`src/rtl/rv32i_types_pkg.sv`:
```
// Shared RV32I datapath types and data-bus lane helpers.
package rv32i_types_pkg;

  typedef logic [31:0] word_t;

  typedef enum logic [1:0] {
    BYTE = 2'd0,
    HALF = 2'd1,
    WORD = 2'd2
  } load_size_t;

  typedef enum logic [1:0] {
    EMPTY    = 2'd0,
    ALU      = 2'd1,
    MEM_REQ  = 2'd2,
    MEM_DONE = 2'd3
  } mem_state_t;

  function automatic logic is_misaligned(input logic [1:0] size, input logic [1:0] lo);
    case (size)
      HALF:    is_misaligned = lo[0];
      WORD:    is_misaligned = (lo != 2'b00);
      default: is_misaligned = 1'b0;
    endcase
  endfunction

  function automatic logic [3:0] lane_mask(input logic [1:0] size, input logic [1:0] lo);
    case (size)
      BYTE:    lane_mask = 4'b0001 << lo;
      HALF:    lane_mask = 4'b0011 << lo;
      default: lane_mask = 4'b1111;
    endcase
  endfunction

  function automatic word_t lane_replicate(input logic [1:0] size, input word_t d);
    case (size)
      BYTE:    lane_replicate = {4{d[7:0]}};
      HALF:    lane_replicate = {2{d[15:0]}};
      default: lane_replicate = d;
    endcase
  endfunction

endpackage

```
`src/rtl/stage3_load_extract.sv`:
```
// Selects the addressed lane of a bus read word and sign/zero-extends it.
module stage3_load_extract
  import rv32i_types_pkg::*;
(
  input  logic [31:0] rdata_i,
  input  logic [1:0]  addr_lo_i,
  input  logic [1:0]  size_i,
  input  logic        unsigned_i,
  output logic [31:0] data_o
);

  logic [7:0]  byte_sel;
  logic [15:0] half_sel;

  always_comb begin
    case (addr_lo_i)
      2'd0:    byte_sel = rdata_i[7:0];
      2'd1:    byte_sel = rdata_i[15:8];
      2'd2:    byte_sel = rdata_i[23:16];
      default: byte_sel = rdata_i[31:24];
    endcase
    half_sel = addr_lo_i[1] ? rdata_i[31:16] : rdata_i[15:0];
    case (size_i)
      BYTE:    data_o = unsigned_i ? {24'b0, byte_sel} : 32'($signed(byte_sel));
      HALF:    data_o = unsigned_i ? {16'b0, half_sel} : 32'($signed(half_sel));
      default: data_o = rdata_i;
    endcase
  end

endmodule

```
`src/rtl/stage3_mem_fwd_source.sv`:
```
// Memory-stage register of the 3-stage core: sequences data-bus accesses,
// sources the mem-side forwarding values and retires results to writeback.
module stage3_mem_fwd_source
  import rv32i_types_pkg::*;
(
  input  logic        CLK,
  input  logic        RST,
  input  logic        ex_valid,
  output logic        ex_ready,
  input  logic [4:0]  ex_rd,
  input  logic        ex_reg_wen,
  input  logic        ex_load,
  input  logic        ex_store,
  input  logic [1:0]  ex_size,
  input  logic        ex_unsigned,
  input  logic [31:0] ex_alu,
  input  logic [31:0] ex_store_data,
  input  logic        flush,
  output logic        dbus_ren,
  output logic        dbus_wen,
  output logic [31:0] dbus_addr,
  output logic [31:0] dbus_wdata,
  output logic [3:0]  dbus_byte_en,
  input  logic        dbus_busy,
  input  logic [31:0] dbus_rdata,
  output logic [4:0]  rd_mem,
  output logic [31:0] rd_mem_data,
  output logic        regWEN,
  output logic        load,
  output logic        wb_wen,
  output logic [4:0]  wb_rd,
  output logic [31:0] wb_data,
  output logic        misaligned
);

  mem_state_t  state_q, state_d;
  logic        flushed_q, flushed_d;
  logic [4:0]  rd_q;
  logic        reg_wen_q, load_q, store_q, unsigned_q, mis_q;
  logic [1:0]  size_q;
  logic [31:0] alu_q, sdata_q, ldata_q, extract_w;
  logic        retire, accept, bus_done, rd_nz, acc_mis, acc_mem;

  assign rd_nz    = (rd_q != 5'd0);
  assign bus_done = (state_q == MEM_REQ) && !dbus_busy;
  assign retire   = (state_q == ALU) || (state_q == MEM_DONE) || (bus_done && store_q);
  // A flush squashes execute as well, so nothing is taken in that cycle.
  assign ex_ready = ((state_q == EMPTY) || retire) && !flush;
  assign accept   = ex_valid && ex_ready;
  assign acc_mis  = (ex_load || ex_store) && is_misaligned(ex_size, ex_alu[1:0]);
  assign acc_mem  = (ex_load || ex_store) && !acc_mis;

  stage3_load_extract u_extract (
    .rdata_i    (dbus_rdata),
    .addr_lo_i  (alu_q[1:0]),
    .size_i     (size_q),
    .unsigned_i (unsigned_q),
    .data_o     (extract_w)
  );

  always_comb begin
    state_d   = state_q;
    flushed_d = flushed_q;
    if (accept) begin
      state_d   = acc_mem ? MEM_REQ : ALU;
      flushed_d = 1'b0;
    end else if (retire) begin
      state_d   = EMPTY;
      flushed_d = 1'b0;
    end else if (state_q == MEM_REQ) begin
      // A flushed access still completes on the bus; only its result is dropped.
      flushed_d = flushed_q || flush;
      if (bus_done) state_d = MEM_DONE;
    end
  end

  always_ff @(posedge CLK) begin
    if (RST) begin
      state_q   <= EMPTY;
      flushed_q <= 1'b0;
    end else begin
      state_q   <= state_d;
      flushed_q <= flushed_d;
    end
  end

  always_ff @(posedge CLK) begin
    if (accept) begin
      rd_q       <= ex_rd;
      reg_wen_q  <= ex_reg_wen;
      load_q     <= ex_load;
      store_q    <= ex_store;
      size_q     <= ex_size;
      unsigned_q <= ex_unsigned;
      alu_q      <= ex_alu;
      sdata_q    <= ex_store_data;
      mis_q      <= acc_mis;
    end
    if (bus_done && load_q) ldata_q <= extract_w;
  end

  always_comb begin
    rd_mem       = 5'd0;
    rd_mem_data  = 32'd0;
    regWEN       = 1'b0;
    load         = 1'b0;
    misaligned   = 1'b0;
    dbus_ren     = 1'b0;
    dbus_wen     = 1'b0;
    dbus_addr    = 32'd0;
    dbus_wdata   = 32'd0;
    dbus_byte_en = 4'd0;
    case (state_q)
      ALU: begin
        rd_mem      = rd_q;
        rd_mem_data = alu_q;
        regWEN      = reg_wen_q && rd_nz && !mis_q;
        misaligned  = mis_q;
      end
      MEM_REQ: begin
        rd_mem       = rd_q;
        load         = load_q;
        regWEN       = load_q && rd_nz;
        dbus_ren     = load_q && !RST;
        dbus_wen     = store_q && !RST;
        dbus_addr    = {alu_q[31:2], 2'b00};
        dbus_byte_en = lane_mask(size_q, alu_q[1:0]);
        dbus_wdata   = store_q ? lane_replicate(size_q, sdata_q) : 32'd0;
      end
      MEM_DONE: begin
        rd_mem      = rd_q;
        rd_mem_data = ldata_q;
        regWEN      = rd_nz && !flushed_q;
      end
      default: ;
    endcase
  end

  assign wb_wen  = retire && regWEN && !flush && !flushed_q;
  assign wb_rd   = rd_mem;
  assign wb_data = rd_mem_data;

endmodule

```
`config.mk`:
```
export PLATFORM = sky130hd
export DESIGN_NAME = stage3_mem_fwd_source
export DESIGN_NICKNAME = d
export VERILOG_FILES = /design/src/rtl/rv32i_types_pkg.sv /design/src/rtl/stage3_load_extract.sv /design/src/rtl/stage3_mem_fwd_source.sv
export SDC_FILE = /design/constraint.sdc
export NUM_CORES = 1
export LEC_CHECK = 0
export CORE_ASPECT_RATIO = 0.8
export CORE_MARGIN = 5
export CORE_UTILIZATION = 40
export DETAILED_ROUTE_END_ITERATION = 10
export PLACE_DENSITY = 0.76
export REMOVE_ABC_BUFFERS = 1
export SYNTH_ARGS = -nofsm -noshare
export SYNTH_HDL_FRONTEND = slang
export SYNTH_HIERARCHICAL = 1
export SYNTH_SLANG_ARGS = --single-unit
export TNS_END_PERCENT = 5
```
`constraint.sdc`:
```
create_clock -name CLK -period 6.5 [get_ports CLK]
set_input_delay 1.3 -clock CLK [delete_from_list [all_inputs] [get_ports CLK]]
set_output_delay 1.3 -clock CLK [all_outputs]
set_load 0.05 [all_outputs]
```
==> results.toml, run 1 <==
[min_path]
hold_path_class = "flip-flop to flip-flop"
hold_path_depth = 3

[logic_synthesis]
yosysUniqueCellTypes = 41
synth_edf_count = 108
yosysSeqAreaShare = 0.5427
synthFlopType = "edfxtp_1"
synth_cells = 515
syn_area_um2 = 6087
yosys_register_bits = 111
synth_warnings = 6
async_flop_share = 0
synth.avg_cell_area_um2 = 11.82

[timing]
period_share = 0.7086
finalHoldViolCount = 0
slew_headroom = 0.2726
tns_ns = 0
slew_viol_final = 0
tightestPinTransition_ns = 1.088
rsz0062_at_grt = "false"
timing.fmax_mhz = 217.1
skew_ns = 0.009441
setup_viol = 0
final.min_clock_period_ns = 4.606

[final_layout]
final_cell_mix = "clkdlybuf4s50_1 (258), edfxtp_1 (108), mux2i_1 (64)"
drive_above_1_share = 0.06519
syn2layout_area_growth_pct = 44.13
mostFrequentLayoutCell = "clkdlybuf4s50_1"
antenna_cells = 0
fin_nets = 830

[power]
p_sw_mw = 0.4852
power_density_nw_per_um2 = 198.0
seqPwrFrac = 0.480
power_frac_comb = 0.223
p_sw_frac = 0.2793
ir_worst_vdd_mv = 0.1716
p_leak_nw = 3.058
p_int_mw = 1.252
power_frac_clock = 0.297
total_power_mw = 1.737

[detailed_routing]
drtIter0Drc = 216
drcViolationCount = 0
drtPass1Iterations = 5
num_vias = 4626
routedWlPerCell_um = 18.88
postRouteAntennaNets = 0
wl_um = 17180
viasPerCell = 5.084

[placed_design]
routabilityCongestion = 0.8518
io_buffers = 258
dpl.hpwl_um = 12410

[setup_path]
slowest_delay_ns = 0.96
slowest_stage = "nor2b_4"
cp.arrival_ns = 3.31
worst_ep_required_time_ns = 5.20
path_max_fanout = 47
worstRegToRegCells = 3
path_cells = "nor2b_4 > nand2_1 > nor2_1 > clkdlybuf4s50_1"
setup.worst_path.class = "flip-flop to primary output"
cp-end-kind = "primary output"
startpoint_type = "flip-flop"

[global_route]
grtUsageTotal = 0.1914
grt_max_degree = 65
overflow = 0
antenna_found_initial = 0
grt_pass1_wl_um = 26730
grt_pass1_vias = 4960

[clock_network]
clock_sinks = 111
clock_latency_ns = 0.35
cts_tree = "yes"
cts_hold_buf = 0
path_clk_slew_ns = 0.07
numCtsBuffers = 9
post_cts_resized = 0
clockBufferDepth = 2
h-tree-depth = 3
ctsRootBufferMaster = "clkbuf_16"
cts_setup_buffers = 0

[floorplan]
dieHeight_um = 120.3
start_util = 0.4068
die-area_um2 = 17800
core_area_um2 = 14960
ios = 261
die_x_um = 147.9
row_count = 40

[run]
maxCapViolCount = 0

[run_status]
outcome = "completed"
-- layout make-up --
| class | instances | area, µm² |
|---|---|---|
| Fill cell | 1222 | 6191 |
| Sequential cell | 111 | 3304 |
| Timing Repair Buffer | 266 | 2643 |
| Multi-Input combinational cell | 322 | 2296 |
| Clock buffer | 13 | 250.2 |
| Tap cell | 189 | 236.5 |
| Inverter | 6 | 22.52 |
| Clock inverter | 3 | 21.27 |
-- state kept, by name, summed over array words and instances, names as in the netlist, 2 cells and up --
name / count
sdata_q: 32
size_q: 2
alu_q: 32
state_q: 2
rd_q: 5
ldata_q: 32
-- per-layer routing --
metal  wire [µm]  part of all wire  global-route usage
met5           0                 0                   0
met3        1261             0.073             0.05995
met1        7352              0.43              0.2440
met4         210             0.012             0.04385
met2        8357              0.49              0.3214
-- metrics by stage --
| stage | area, µm² | hold slack [ns] | util | std cells | setup WS, ns |
|---|---|---|---|---|---|
| finish | 8773 | 0.6048 | 0.5863 | 910 | 1.894 |
| global route | 8773 | 0.6647 | 0.5863 | 910 | 1.632 |
| CTS | 8773 | 0.6051 | 0.5863 | 910 | 1.835 |
| detailed placement | 8502 | 0.5916 | 0.5681 | 894 | 1.969 |
| global placement | 8502 | 0.5832 | 0.5681 | 894 | 2.000 |
| floorplan | 5595 | 0.5665 | - | 439 | 0.6816 |
-- kinds of logic after synthesis --
group,share of synthesized area
AO/OA/AOI/OAI,0.09661
adder cells (fa/ha/maj),0.004110
AND/OR/NAND/NOR,0.1472
buffers and inverters,0.08510
flip-flops,0.5427
multiplexers,0.1237
other,0.0006161
-- synthesized netlist by cell type, types with 2 or more instances --
cell	n	area share
a21oi_1	12	0.0099
a22oi_1	9	0.011
and2_1	30	0.031
and3_1	8	0.0082
buf_2	15	0.012
buf_4	44	0.054
buf_6	3	0.0055
clkbuf_1	15	0.0092
dfxtp_1	3	0.0099
edfxtp_1	108	0.53
ha_1	2	0.0041
inv_1	5	0.0031
mux2_2	10	0.018
mux2i_1	64	0.11
nand2_1	38	0.023
nand2b_1	2	0.0021
nor2_1	30	0.018
nor2b_1	50	0.051
nor3_1	3	0.0025
o211ai_1	7	0.0086
o211ai_2	10	0.021
o21a_1	4	0.0049
o21ai_0	11	0.0090
o221ai_1	8	0.012
o22a_1	7	0.010
or3_1	2	0.0021
-- power by group through the flow --
| stage | clock (mW) | sequential (mW) | combinational [mW] |
|---|---|---|---|
| after CTS | 0.535 | 0.835 | 0.389 |
| after detailed placement | 0 | 0.851 | 0.388 |
| after global routing | 0.564 | 0.838 | 0.410 |
| final | 0.516 | 0.834 | 0.387 |
| after global placement | 0 | 0.849 | 0.381 |
| after floorplan | 0 | 0.857 | 0.210 |
-- critical path, delay by kind of cell, from the launching register on --
kind | cells | cell delay [ns]
buffers and inverters | 1 | 0.82
AND/OR/NAND/NOR | 3 | 1.47
flip-flops | 1 | 0.66
-- worst paths after layout --
check	start	endpoint	slack, ns
min reg2reg	flushed_q	flushed_q	0.60
max	state_q[1]	dbus_ren	1.89
max reg2reg	state_q[1]	ldata_q[13]	3.36
min	flushed_q	flushed_q	0.60
Power figures use the tool's default switching activity.
==> run 2, diff against run 1 <==
--- a/config.mk
+++ b/config.mk
@@ -7,9 +7,9 @@
 export LEC_CHECK = 0
 export CORE_ASPECT_RATIO = 0.8
 export CORE_MARGIN = 5
-export CORE_UTILIZATION = 40
+export CORE_UTILIZATION = 39
 export DETAILED_ROUTE_END_ITERATION = 10
-export PLACE_DENSITY = 0.76
+export PLACE_DENSITY = 0.78
 export REMOVE_ABC_BUFFERS = 1
 export SYNTH_ARGS = -nofsm -noshare
 export SYNTH_HDL_FRONTEND = slang
==> constraint.sdc (replaced) <==
create_clock -name CLK -period 4.1 [get_ports CLK]
set_input_delay 0.82 -clock CLK [delete_from_list [all_inputs] [get_ports CLK]]
set_output_delay 0.82 -clock CLK [all_outputs]
set_load 0.05 [all_outputs]
==> run 2 against run 1 <==
First-iteration DRC count up 29%. Combinational power increased by 60%. Setup slack got worse by 1.5 ns. Power grew 63%. Critical path type unchanged. Critical endpoint is now wb_wen. Largest cell class unchanged.
==> results.toml, run 2 (same netlist as run 1, synthesis figures left out) <==
[run_status]
outcome = "completed"

[clock_network]
clock_sinks = 111
clockBufferDepth = 2
h-tree-depth = 3
cts_hold_buf = 0
post_cts_resized = 0
ctsRootBufferMaster = "clkbuf_16"
path_clk_slew_ns = 0.07
cts_tree = "yes"
numCtsBuffers = 9
cts_setup_buffers = 0
clock_latency_ns = 0.34

[global_route]
grt_max_degree = 79
grt_pass1_wl_um = 26870
grtUsageTotal = 0.1901
grt_pass1_vias = 4819
overflow = 0
antenna_found_initial = 0

[setup_path]
cp.arrival_ns = 2.90
slowest_delay_ns = 0.85
reg2reg_to = "ldata_q[15]"
setup.worst_path.class = "flip-flop to primary output"
worst_ep_required_time_ns = 3.28
cpLargestDelayFamily = "buffers and inverters"
worstRegToRegCells = 3
startpoint_type = "flip-flop"
reg2reg_slack_ns = 1.46
r2r_start = "state_q[1]"
slowest_stage = "clkdlybuf4s50_1"
cp-end-kind = "primary output"
path_cells = "buf_4 > o21ai_0 > a211oi_1 > clkdlybuf4s50_1"
path_max_fanout = 23
path_buf_inv = 2

[floorplan]
row_count = 40
core_area_um2 = 15160
ios = 261
die_x_um = 149.7
die-area_um2 = 18220
start_util = 0.4014
dieHeight_um = 121.7

[final_layout]
syn2layout_area_growth_pct = 45.94
fin_nets = 835
fin_area_um2 = 8884
mostFrequentLayoutCell = "clkdlybuf4s50_1"
fin_util = 0.5858
largestRegisters = "alu_q (32), ldata_q (32), sdata_q (32)"
fillers = 1241
final_cell_mix = "clkdlybuf4s50_1 (257), edfxtp_1 (108), mux2i_1 (64)"
layout.area.seq_um2 = 3304
multiInputGateArea_um2 = 2296
drive_above_1_share = 0.07713
antenna_cells = 0

[detailed_routing]
drcViolationCount = 0
num_vias = 4656
drtPass1Iterations = 5
drtIter0Drc = 278
routedWlPerCell_um = 18.83
postRouteAntennaNets = 0
viasPerCell = 4.974
wl_um = 17630

[timing]
skew_ns = 0.008479
final.min_clock_period_ns = 3.722
timing.fmax_mhz = 268.6
slew_viol_final = 0
finalHoldViolCount = 0
fin_hold_ws_ns = 0.6576
slew_headroom = 0.3433
rsz0062_at_grt = "false"
period_share = 0.9079
setup_viol = 0
tns_ns = 0
tightestPinTransition_ns = 0.9827

[power]
power_density_nw_per_um2 = 319.3
p_leak_nw = 3.106
ir_worst_vdd_mv = 0.2531

[min_path]
min_to = "flushed_q"
hold_path_depth = 3
hold_path_class = "flip-flop to flip-flop"
hp-start = "flushed_q"

[placed_design]
routabilityCongestion = 0.8301
io_buffers = 258
placed_area_um2 = 8576
dpl.hpwl_um = 12950

[run]
maxCapViolCount = 0
## run 2: cell count changes in the layout (fill, tap and decap cells not counted), sizes merged
cell           before  now
buf                 8   14
clkbuf             13   10
bufinv              0    1
clkdlybuf4s50     258  257
clkinv              3    4
inv                 5    6
## run 2: layout make-up
type	instances	area share
Clock inverter	6	0.007746
Clock buffer	10	0.02690
Timing Repair Buffer	271	0.3028
Sequential cell	111	0.3720
Inverter	6	0.002535
Tap cell	210	0.02958
Multi-Input combinational cell	322	0.2585
## run 2: tightest hold or removal path: stages (launching register included)
cell,delay (ns)
dfxtp_1,0.34
a21oi_1,0.11
or3_1,0.12
nor3_1,0.04
## run 2: power breakdown
part	switching [mW]	leakage, nW	internal [mW]	total [mW]
Clock	0.399	0.149	0.494	0.893
Combinational	0.359	1.93	0.262	0.621
Sequential	0.0267	1.03	1.30	1.32
Total	0.785	3.11	2.05	2.84
## run 2: how the worst max path moves through the flow
stage / cells after the start / slack [ns] / startpoint / to
global route: 4 / 0.22 / state_q[1] / dbus_wdata[15]
floorplan: 2 / -1.72 / state_q[1] / alu_q[0]
global placement: 5 / 0.54 / dbus_busy / wb_wen
finish: 4 / 0.38 / state_q[1] / wb_wen
detailed placement: 4 / 0.56 / dbus_busy / ex_ready
CTS: 4 / 0.33 / state_q[1] / dbus_addr[20]
## run 2: per-stage QoR
step | cells | worst slack (ns) | power [mW]
floorplan | 439 | -1.718 | 1.693
finish | 936 | 0.3775 | 2.837
CTS | 936 | 0.3345 | 2.871
detailed placement | 920 | 0.5590 | 1.969
global placement | 920 | 0.5424 | 1.958
global route | 936 | 0.2169 | 2.947
## run 2: routing by layer
metal	vias to the layer above	global-route usage	wire length, µm
met3	23	0.05132	1362
met4	0	0.05029	310
met1	2200	0.2382	7334
met2	207	0.3266	8621
li1	2226	-	-
met5	-	0	0
==> run 3, diff against run 2 <==
--- a/config.mk
+++ b/config.mk
@@ -5,6 +5,7 @@
 export SDC_FILE = /design/constraint.sdc
 export NUM_CORES = 1
 export LEC_CHECK = 0
+export ABC_CLOCK_PERIOD_IN_PS = 4100
 export CORE_ASPECT_RATIO = 0.8
 export CORE_MARGIN = 5
 export CORE_UTILIZATION = 39
==> results of run 3 <==
Final layout, timing and power as in run 2 (identical DEF).
